--- src/rtl/div_color_multi.sv ---
// N-class colour segmentation stage. Each pixel is tested against NCLS
// programmable colour classes (SAD tolerance plus brightness window); the
// lowest-index matching class wins. Class references are written into a
// shadow bank and copied to the active bank atomically at frame start.
// Four-stage pipeline: 1 pixel/clk, no backpressure, 4-cycle latency.

`ifndef COLOR_WIDTH
`define COLOR_WIDTH 8
`endif

module div_color_multi #(
  parameter int               C_W        = `COLOR_WIDTH,
  parameter int               NCLS       = 4,
  parameter int               IDX_W      = 3,
  parameter bit               PASS_RAW   = 1'b0,
  parameter logic [3*C_W-1:0] MISS_COLOR = '0
) (
  input  logic             sys_clk,
  input  logic             sys_rst_n,
  input  logic             i_frame_start,
  input  logic             cfg_we,
  input  logic [IDX_W-1:0] cfg_idx,
  input  logic             cfg_en,
  input  logic [C_W-1:0]   cfg_R0,
  input  logic [C_W-1:0]   cfg_G0,
  input  logic [C_W-1:0]   cfg_B0,
  input  logic [C_W+1:0]   cfg_err,
  input  logic [C_W+1:0]   cfg_Vmin,
  input  logic [C_W+1:0]   cfg_Vmax,
  input  logic [C_W-1:0]   cfg_Rc,
  input  logic [C_W-1:0]   cfg_Gc,
  input  logic [C_W-1:0]   cfg_Bc,
  input  logic             i_valid,
  input  logic [C_W-1:0]   i_R,
  input  logic [C_W-1:0]   i_G,
  input  logic [C_W-1:0]   i_B,
  output logic             o_valid,
  output logic [C_W-1:0]   o_R,
  output logic [C_W-1:0]   o_G,
  output logic [C_W-1:0]   o_B,
  output logic [C_W-1:0]   o_R_raw,
  output logic [C_W-1:0]   o_G_raw,
  output logic [C_W-1:0]   o_B_raw,
  output logic             o_hit,
  output logic [IDX_W-1:0] o_cls,
  output logic [NCLS-1:0]  o_hit_vec
);

  // SAD and V sums of three C_W-bit terms fit in C_W+2 bits without overflow.
  localparam int V_W   = C_W + 2;
  localparam int PIX_W = 3 * C_W;

  // Full class entry as written through the config port.
  typedef struct packed {
    logic             en;
    logic [C_W-1:0]   r0;
    logic [C_W-1:0]   g0;
    logic [C_W-1:0]   b0;
    logic [V_W-1:0]   err;
    logic [V_W-1:0]   vmin;
    logic [V_W-1:0]   vmax;
    logic [PIX_W-1:0] rep;
  } cls_cfg_t;

  // Per-pixel thresholds that travel with the pixel after S1.
  typedef struct packed {
    logic             en;
    logic [V_W-1:0]   err;
    logic [V_W-1:0]   vmin;
    logic [V_W-1:0]   vmax;
    logic [PIX_W-1:0] rep;
  } cls_thr_t;

  function automatic logic [C_W-1:0] abs_diff(input logic [C_W-1:0] a,
                                              input logic [C_W-1:0] b);
    return (a >= b) ? (a - b) : (b - a);
  endfunction

  // ---------------------------------------------------------------------
  // Config banks
  // ---------------------------------------------------------------------
  cls_cfg_t shadow_q [NCLS];
  cls_cfg_t shadow_d [NCLS];
  cls_cfg_t active_q [NCLS];
  cls_cfg_t active_d [NCLS];
  logic     pending_q, pending_d;
  cls_cfg_t cfg_word;

  assign cfg_word = '{en: cfg_en, r0: cfg_R0, g0: cfg_G0, b0: cfg_B0,
                      err: cfg_err, vmin: cfg_Vmin, vmax: cfg_Vmax,
                      rep: {cfg_Rc, cfg_Gc, cfg_Bc}};

  // Commit shadow to active on frame start, then land any config write in shadow.
  always_comb begin
    // NOTE: every variable gets a default before any branch so no latch is inferred.
    shadow_d  = shadow_q;
    active_d  = active_q;
    pending_d = pending_q;
    // The commit copies shadow_q, so a coincident write waits for the next frame.
    if (i_frame_start && pending_q) begin
      active_d  = shadow_q;
      pending_d = 1'b0;
    end
    // Out-of-range indices match no entry and leave pending untouched.
    for (int k = 0; k < NCLS; k++) begin
      if (cfg_we && (cfg_idx == IDX_W'(k))) begin
        shadow_d[k] = cfg_word;
        pending_d   = 1'b1;
      end
    end
  end

  // Bank and pending registers.
  always_ff @(posedge sys_clk) begin
    if (!sys_rst_n) begin
      // NOTE: the banks are small flop arrays, not RAM, so they can and must clear on reset.
      shadow_q  <= '{default: '0};
      active_q  <= '{default: '0};
      pending_q <= 1'b0;
    end else begin
      // NOTE: non-blocking assignments here so every flop samples pre-edge values.
      shadow_q  <= shadow_d;
      active_q  <= active_d;
      pending_q <= pending_d;
    end
  end

  // ---------------------------------------------------------------------
  // S1: absolute differences, brightness, raw pixel, captured thresholds
  // ---------------------------------------------------------------------
  logic             s1_valid_q, s1_valid_d;
  logic [PIX_W-1:0] s1_raw_q, s1_raw_d;
  logic [V_W-1:0]   s1_v_q, s1_v_d;
  logic [C_W-1:0]   s1_dr_q [NCLS];
  logic [C_W-1:0]   s1_dr_d [NCLS];
  logic [C_W-1:0]   s1_dg_q [NCLS];
  logic [C_W-1:0]   s1_dg_d [NCLS];
  logic [C_W-1:0]   s1_db_q [NCLS];
  logic [C_W-1:0]   s1_db_d [NCLS];
  cls_thr_t         s1_thr_q [NCLS];
  cls_thr_t         s1_thr_d [NCLS];

  // Per-class channel differences against the active bank.
  always_comb begin
    s1_valid_d = i_valid;
    s1_raw_d   = {i_R, i_G, i_B};
    s1_v_d     = V_W'(i_R) + V_W'(i_G) + V_W'(i_B);
    for (int k = 0; k < NCLS; k++) begin
      s1_dr_d[k]  = abs_diff(i_R, active_q[k].r0);
      s1_dg_d[k]  = abs_diff(i_G, active_q[k].g0);
      s1_db_d[k]  = abs_diff(i_B, active_q[k].b0);
      s1_thr_d[k] = '{en: active_q[k].en, err: active_q[k].err,
                      vmin: active_q[k].vmin, vmax: active_q[k].vmax,
                      rep: active_q[k].rep};
    end
  end

  // ---------------------------------------------------------------------
  // S2: SAD and the three inclusive compares per class
  // ---------------------------------------------------------------------
  logic             s2_valid_q, s2_valid_d;
  logic [PIX_W-1:0] s2_raw_q, s2_raw_d;
  logic [NCLS-1:0]  s2_hit_vec_q, s2_hit_vec_d;
  logic [PIX_W-1:0] s2_rep_q [NCLS];
  logic [PIX_W-1:0] s2_rep_d [NCLS];
  logic [V_W-1:0]   sad [NCLS];

  // Class match vector; an inverted V window (vmin > vmax) can never hit.
  always_comb begin
    s2_valid_d   = s1_valid_q;
    s2_raw_d     = s1_raw_q;
    s2_hit_vec_d = '0;
    for (int k = 0; k < NCLS; k++) begin
      sad[k] = V_W'(s1_dr_q[k]) + V_W'(s1_dg_q[k]) + V_W'(s1_db_q[k]);
      s2_hit_vec_d[k] = s1_thr_q[k].en
                      && (sad[k] <= s1_thr_q[k].err)
                      && (s1_v_q >= s1_thr_q[k].vmin)
                      && (s1_v_q <= s1_thr_q[k].vmax);
      s2_rep_d[k] = s1_thr_q[k].rep;
    end
  end

  // ---------------------------------------------------------------------
  // S3: fixed-priority encode, lowest index wins
  // ---------------------------------------------------------------------
  logic             s3_valid_q, s3_valid_d;
  logic [PIX_W-1:0] s3_raw_q, s3_raw_d;
  logic [NCLS-1:0]  s3_hit_vec_q, s3_hit_vec_d;
  logic             s3_hit_q, s3_hit_d;
  logic [IDX_W-1:0] s3_cls_q, s3_cls_d;
  logic [PIX_W-1:0] s3_rep_q, s3_rep_d;

  // Scan from the top so the lowest matching index is the last assignment.
  always_comb begin
    s3_valid_d   = s2_valid_q;
    s3_raw_d     = s2_raw_q;
    s3_hit_vec_d = s2_hit_vec_q;
    s3_hit_d     = |s2_hit_vec_q;
    s3_cls_d     = '0;
    s3_rep_d     = '0;
    for (int k = NCLS - 1; k >= 0; k--) begin
      if (s2_hit_vec_q[k]) begin
        s3_cls_d = IDX_W'(k);
        s3_rep_d = s2_rep_q[k];
      end
    end
  end

  // ---------------------------------------------------------------------
  // S4: output register; data holds through bubbles
  // ---------------------------------------------------------------------
  logic             o_valid_q, o_valid_d;
  logic [PIX_W-1:0] o_col_q, o_col_d;
  logic [PIX_W-1:0] o_raw_q, o_raw_d;
  logic             o_hit_q, o_hit_d;
  logic [IDX_W-1:0] o_cls_q, o_cls_d;
  logic [NCLS-1:0]  o_hit_vec_q, o_hit_vec_d;

  // Output colour mux: replacement or raw on hit, MISS_COLOR otherwise.
  always_comb begin
    o_valid_d   = s3_valid_q;
    o_col_d     = o_col_q;
    o_raw_d     = o_raw_q;
    o_hit_d     = o_hit_q;
    o_cls_d     = o_cls_q;
    o_hit_vec_d = o_hit_vec_q;
    if (s3_valid_q) begin
      o_raw_d     = s3_raw_q;
      o_hit_d     = s3_hit_q;
      o_cls_d     = s3_cls_q;
      o_hit_vec_d = s3_hit_vec_q;
      if (!s3_hit_q)     o_col_d = MISS_COLOR;
      else if (PASS_RAW) o_col_d = s3_raw_q;
      else               o_col_d = s3_rep_q;
    end
  end

  // Pipeline registers; reset drops every in-flight pixel.
  always_ff @(posedge sys_clk) begin
    if (!sys_rst_n) begin
      s1_valid_q   <= 1'b0;
      s1_raw_q     <= '0;
      s1_v_q       <= '0;
      s1_dr_q      <= '{default: '0};
      s1_dg_q      <= '{default: '0};
      s1_db_q      <= '{default: '0};
      s1_thr_q     <= '{default: '0};
      s2_valid_q   <= 1'b0;
      s2_raw_q     <= '0;
      s2_hit_vec_q <= '0;
      s2_rep_q     <= '{default: '0};
      s3_valid_q   <= 1'b0;
      s3_raw_q     <= '0;
      s3_hit_vec_q <= '0;
      s3_hit_q     <= 1'b0;
      s3_cls_q     <= '0;
      s3_rep_q     <= '0;
      o_valid_q    <= 1'b0;
      o_col_q      <= '0;
      o_raw_q      <= '0;
      o_hit_q      <= 1'b0;
      o_cls_q      <= '0;
      o_hit_vec_q  <= '0;
    end else begin
      s1_valid_q   <= s1_valid_d;
      s1_raw_q     <= s1_raw_d;
      s1_v_q       <= s1_v_d;
      s1_dr_q      <= s1_dr_d;
      s1_dg_q      <= s1_dg_d;
      s1_db_q      <= s1_db_d;
      s1_thr_q     <= s1_thr_d;
      s2_valid_q   <= s2_valid_d;
      s2_raw_q     <= s2_raw_d;
      s2_hit_vec_q <= s2_hit_vec_d;
      s2_rep_q     <= s2_rep_d;
      s3_valid_q   <= s3_valid_d;
      s3_raw_q     <= s3_raw_d;
      s3_hit_vec_q <= s3_hit_vec_d;
      s3_hit_q     <= s3_hit_d;
      s3_cls_q     <= s3_cls_d;
      s3_rep_q     <= s3_rep_d;
      o_valid_q    <= o_valid_d;
      o_col_q      <= o_col_d;
      o_raw_q      <= o_raw_d;
      o_hit_q      <= o_hit_d;
      o_cls_q      <= o_cls_d;
      o_hit_vec_q  <= o_hit_vec_d;
    end
  end

  assign o_valid   = o_valid_q;
  assign o_R       = o_col_q[3*C_W-1:2*C_W];
  assign o_G       = o_col_q[2*C_W-1:C_W];
  assign o_B       = o_col_q[C_W-1:0];
  assign o_R_raw   = o_raw_q[3*C_W-1:2*C_W];
  assign o_G_raw   = o_raw_q[2*C_W-1:C_W];
  assign o_B_raw   = o_raw_q[C_W-1:0];
  assign o_hit     = o_hit_q;
  assign o_cls     = o_cls_q;
  assign o_hit_vec = o_hit_vec_q;

endmodule
--- config.mk ---
export PLATFORM = sky130hd
export DESIGN_NAME = div_color_multi
export DESIGN_NICKNAME = d
export VERILOG_FILES = /design/src/rtl/div_color_multi.sv
export SDC_FILE = /design/constraint.sdc
export NUM_CORES = 2
export LEC_CHECK = 0
export ABC_AREA = 1
export CAP_MARGIN = 20
export CORE_MARGIN = 1.5
export CORE_UTILIZATION = 35
export CTS_CLUSTER_DIAMETER = 200
export DETAILED_ROUTE_END_ITERATION = 10
export PLACE_DENSITY_LB_ADDON = 0.08
export SLEW_MARGIN = 40
export SYNTH_ARGS = -nofsm -noshare
export SYNTH_HDL_FRONTEND = slang
export SYNTH_SLANG_ARGS = --single-unit
export TNS_END_PERCENT = 10
--- constraint.sdc ---
create_clock -name sys_clk -period 8.5 [get_ports sys_clk]
set_clock_uncertainty 0.1 [all_clocks]
set_input_delay 1.7 -clock sys_clk [delete_from_list [all_inputs] [get_ports sys_clk]]
set_output_delay 1.7 -clock sys_clk [all_outputs]
set_load 0.01 [all_outputs]
==> summary.md <==
| Metric | Value |
|---|---|
| Share of the synthesized area in the top cell type | `45.9%` |
| Max cap viols | `0` |
| Drt total wl | `between 150,000 and 200,000 µm` |
| DRT iter0 DRCs | `between 2,000 and 2,500` |
| Crit path DAT | `4.71 ns` |
| Multiplexer area fraction after synthesis | `0%` |
| Mean Syn Cell Area | `about 7.7 µm²` |
| H-Tree Depth | `4` |
| Yosys warnings | `0` |
| Largest family of logic cells by synthesized area | `simple AND/OR/NAND/NOR gates` |
| Setup bufs post-CTS | `0` |
| Clock transition at path regs | `0.06 ns` |
| Critical Path Start Type | `primary input` |
| Cell Area, Synth | `about 0.053 mm²` |
| Final Hold Viols | `0` |
| Final setup vio count | `0` |
| Final worst-path cycle share | `between 40% and 50%` |
| Post-DR vias/cell | `4.57` |
| TritonCTS Buffers | `about 140` |
| CP cell instances | `clkdlybuf4s50_1 > nor2_8 > nand3_4 > clkinv_2 > buf_4 > nor2_1 > nor2_1` |
| Vias in the first global route | `about 40,000` |
| # DRC | `0` |
| Pleak | `a little under 0.03 µW` |
| CTS tree | `yes` |
| Top post-synthesis cells by area | `dfxtp_1, nand2_1, inv_1, ha_1, o21ai_0` |
| Crit-path most repeated cell | `nor2_1` |
| RePlAce Congestion | `0.842` |
| Hold_buf cts | `0` |
| Status | `completed` |
| Final Max Slew Viols | `0` |
| GRT Util Overall | `20.0%` |
| IO Pins | `~170` |
| HP Start | `s1_thr_q[116]` |
| FF+latch count, synth | `1,221` |
| Unrepaired setup endpoints after global routing | `no` |
| Placed insts | `about 8,800` |
| Initial antenna violation count | `9` |
| Cell accounting for the most synthesized area | `dfxtp_1` |
| Commonest cells after routing, fill and taps aside | `nand2_1, dfxtp_1, inv_1, nor2_1, o21ai_0` |
| DR WL/cell | `between 15 and 20 µm` |
| Clock root cell | `clkbuf_16` |
| R2R Path Start | `s1_dr_q[25]` |
| Design area | `around 0.06 mm²` |
| Port Buffer Count | `between 150 and 200` |
| Finished Layout Cells | `between 9,000 and 10,000` |
| Slew Limit Headroom | `between 30% and 40%` |
| Worst Setup End Kind | `flop` |
| Post-Synth XOR/XNOR Area | `~1.6%` |
| Core area | `between 0.15 and 0.2 mm²` |
| Vias | `slightly above 40,000` |
| Number of nets in the layout | `7,486` |
| Kind of critical path | `in -> reg` |
| Die area | `0.154 mm²` |
| Final setup TNS | `0 ns` |
| Post-Syn Instances | `just under 7,000` |
| Fillers | `15,800` |
| Initial core utilization | `approximately 35%` |
| Die width | `~400 µm` |
| Worst Hold Class | `reg -> reg` |
| Largest net degree at the start of global routing | `roughly 190` |
| Critical path's largest stage delay | `0.80 ns` |
| Clk sinks | `roughly 1,200` |
| CP Data Required Time | `slightly above 9 ns` |
| Die Y | `roughly 390 µm` |
| CP max stage cell | `clkinv_2` |
| Max Fclk | `between 200 and 250 MHz` |
| Clk buf depth | `3` |
| DP Area | `0.0564 mm²` |
| Synth unique cells | `36` |
| Worst slew pin tran | `slightly above 1 ns` |
| Global-route wire length before repair | `236,000 µm` |
| Remaining global-route overflow | `0` |
| Crit path from | `cfg_idx[2]` |
| Layout cell share with drive strength beyond 1 | `~4.7%` |
| First drt pass iteration count | `6` |
| CP Max Fanout | `44` |
| ANT nets after route | `0` |
| Pwr dens | `about 240 mW/mm²` |
| Post-synthesis simple-gate area fraction | `roughly 18%` |
| Post-synthesis net count | `roughly 7,500` |
| Worst vdd rail ir drop | `a little over 200 µV` |
| Worst-Skew Late Latency | `slightly below 0.8 ns` |
| Area growth syn-to-layout | `15.1%` |
| Hpwl dp | `a little over 100,000 µm` |
| CP top delay family | `buffers and inverters` |
| Post-synthesis adder-cell area fraction | `a little over a tenth` |
| Most common cell after layout, fill and taps aside | `nand2_1` |
| Post-synthesis sequential area ratio | `45.9%` |
| Row cnt | `about 140` |
| CP bufs+invs | `3` |
| PnR Total Power | `14,700 µW` |
| Min cycle time layout | `around 4.1 ns` |
| Synth Area in Compound Gates | `13.4%` |
| PostCTS Resize Cnt | `0` |
==> per-stage QoR <==
step | setup slack (ns) | util (%) | hold slack (ns)
detailed placement | 3.52 | 37.5 | 0.295
floorplan | 4.95 | - | 0.290
CTS | 4.36 | 40.7 | 0.304
global route | 4.19 | 40.7 | 0.311
finish | 4.38 | 40.7 | 0.296
global placement | 3.50 | 37.5 | 0.291
==> power breakdown <==
part | internal (µW) | leakage, µW | switching (µW) | total, µW
Sequential | 5970 | 0.00994 | 196 | 6160
Clock | 3650 | 0.00235 | 2580 | 6230
Combinational | 833 | 0.0170 | 1450 | 2290
==> final timing paths <==
kind	endpoint	slack, ns	cells after the start
setup / recovery	shadow_q[224]	4.38	7
hold / removal	s2_rep_q[54]	0.30	2
setup reg to reg	s2_hit_vec_q[0]	4.70	18
hold reg to reg	s2_rep_q[54]	0.30	2
==> logic make-up (layout without fill, tap and decap cells) <==
| family | count (synthesis) | after routing |
|---|---|---|
| xor gates and xnor gates | 97 | 97 |
| AOI/OAI and AO/OA | 1398 | 1398 |
| buffers and inverters | 1484 | 1619 |
| and+or+nand+nor | 2338 | 2338 |
| other | 1 | 3 |
| DFF | 1221 | 1221 |
| adders and majority gates | 404 | 404 |
==> layout make-up <==
type                            instances  area, µm²  share of cell area, %
Inverter                             1161       4410                   7.20
Sequential cell                      1221      24500                   39.9
Clock buffer                          208       4160                   6.79
Clock inverter                         45        662                   1.08
Timing Repair Buffer                  205       2090                   3.42
Antenna cell                            2       5.00                0.00817
Multi-Input combinational cell       4238      22900                   37.4
Tap cell                             2016       2520                   4.12
==> sequential cells by signal (all words and copies together) (netlist names), 32 cells and up <==
name and cells:
s2_rep_q 96, shadow_q 316, s1_dr_q 32, s1_db_q 32
active_q 316, s1_dg_q 32, s1_thr_q 220
==> synthesized netlist by cell type, drive strengths merged <==
| master | number |
|---|---|
| nand2 | 1334 |
| o21a | 2 |
| conb | 1 |
| nor3 | 2 |
| dfxtp | 1221 |
| nor2 | 755 |
| buf | 175 |
| o211ai | 19 |
| nand3 | 213 |
| o21bai | 18 |
| a21oi | 647 |
| a21o | 11 |
| nand3b | 2 |
| nor3b | 1 |
| ha | 335 |
| a21boi | 4 |
| xor2 | 59 |
| a31o | 1 |
| xnor2 | 38 |
| clkbuf | 148 |
| inv | 1161 |
| nand4 | 31 |
| fa | 69 |
| o21ai | 696 |
==> metal layers <==
metal / share of wire [%] / vias up / track usage (%) / routed length [µm]
li1: - / 21600 / - / -
met1: 48 / 19100 / 26.9 / 74300
met2: 45 / 591 / 32.4 / 68700
met3: 3.8 / 219 / 3.44 / 5800
met4: 3.1 / 4 / 6.69 / 4690
met5: 0.018 / - / 0 / 27
==> worst min-delay path, delay by kind of cell, from the launching register on <==
family | cells | cell delay, ns
simple gates | 1 | 0.05
buf+inv | 1 | 0.04
flops | 1 | 0.31
No activity file was read; power rests on OpenSTA's default activity.
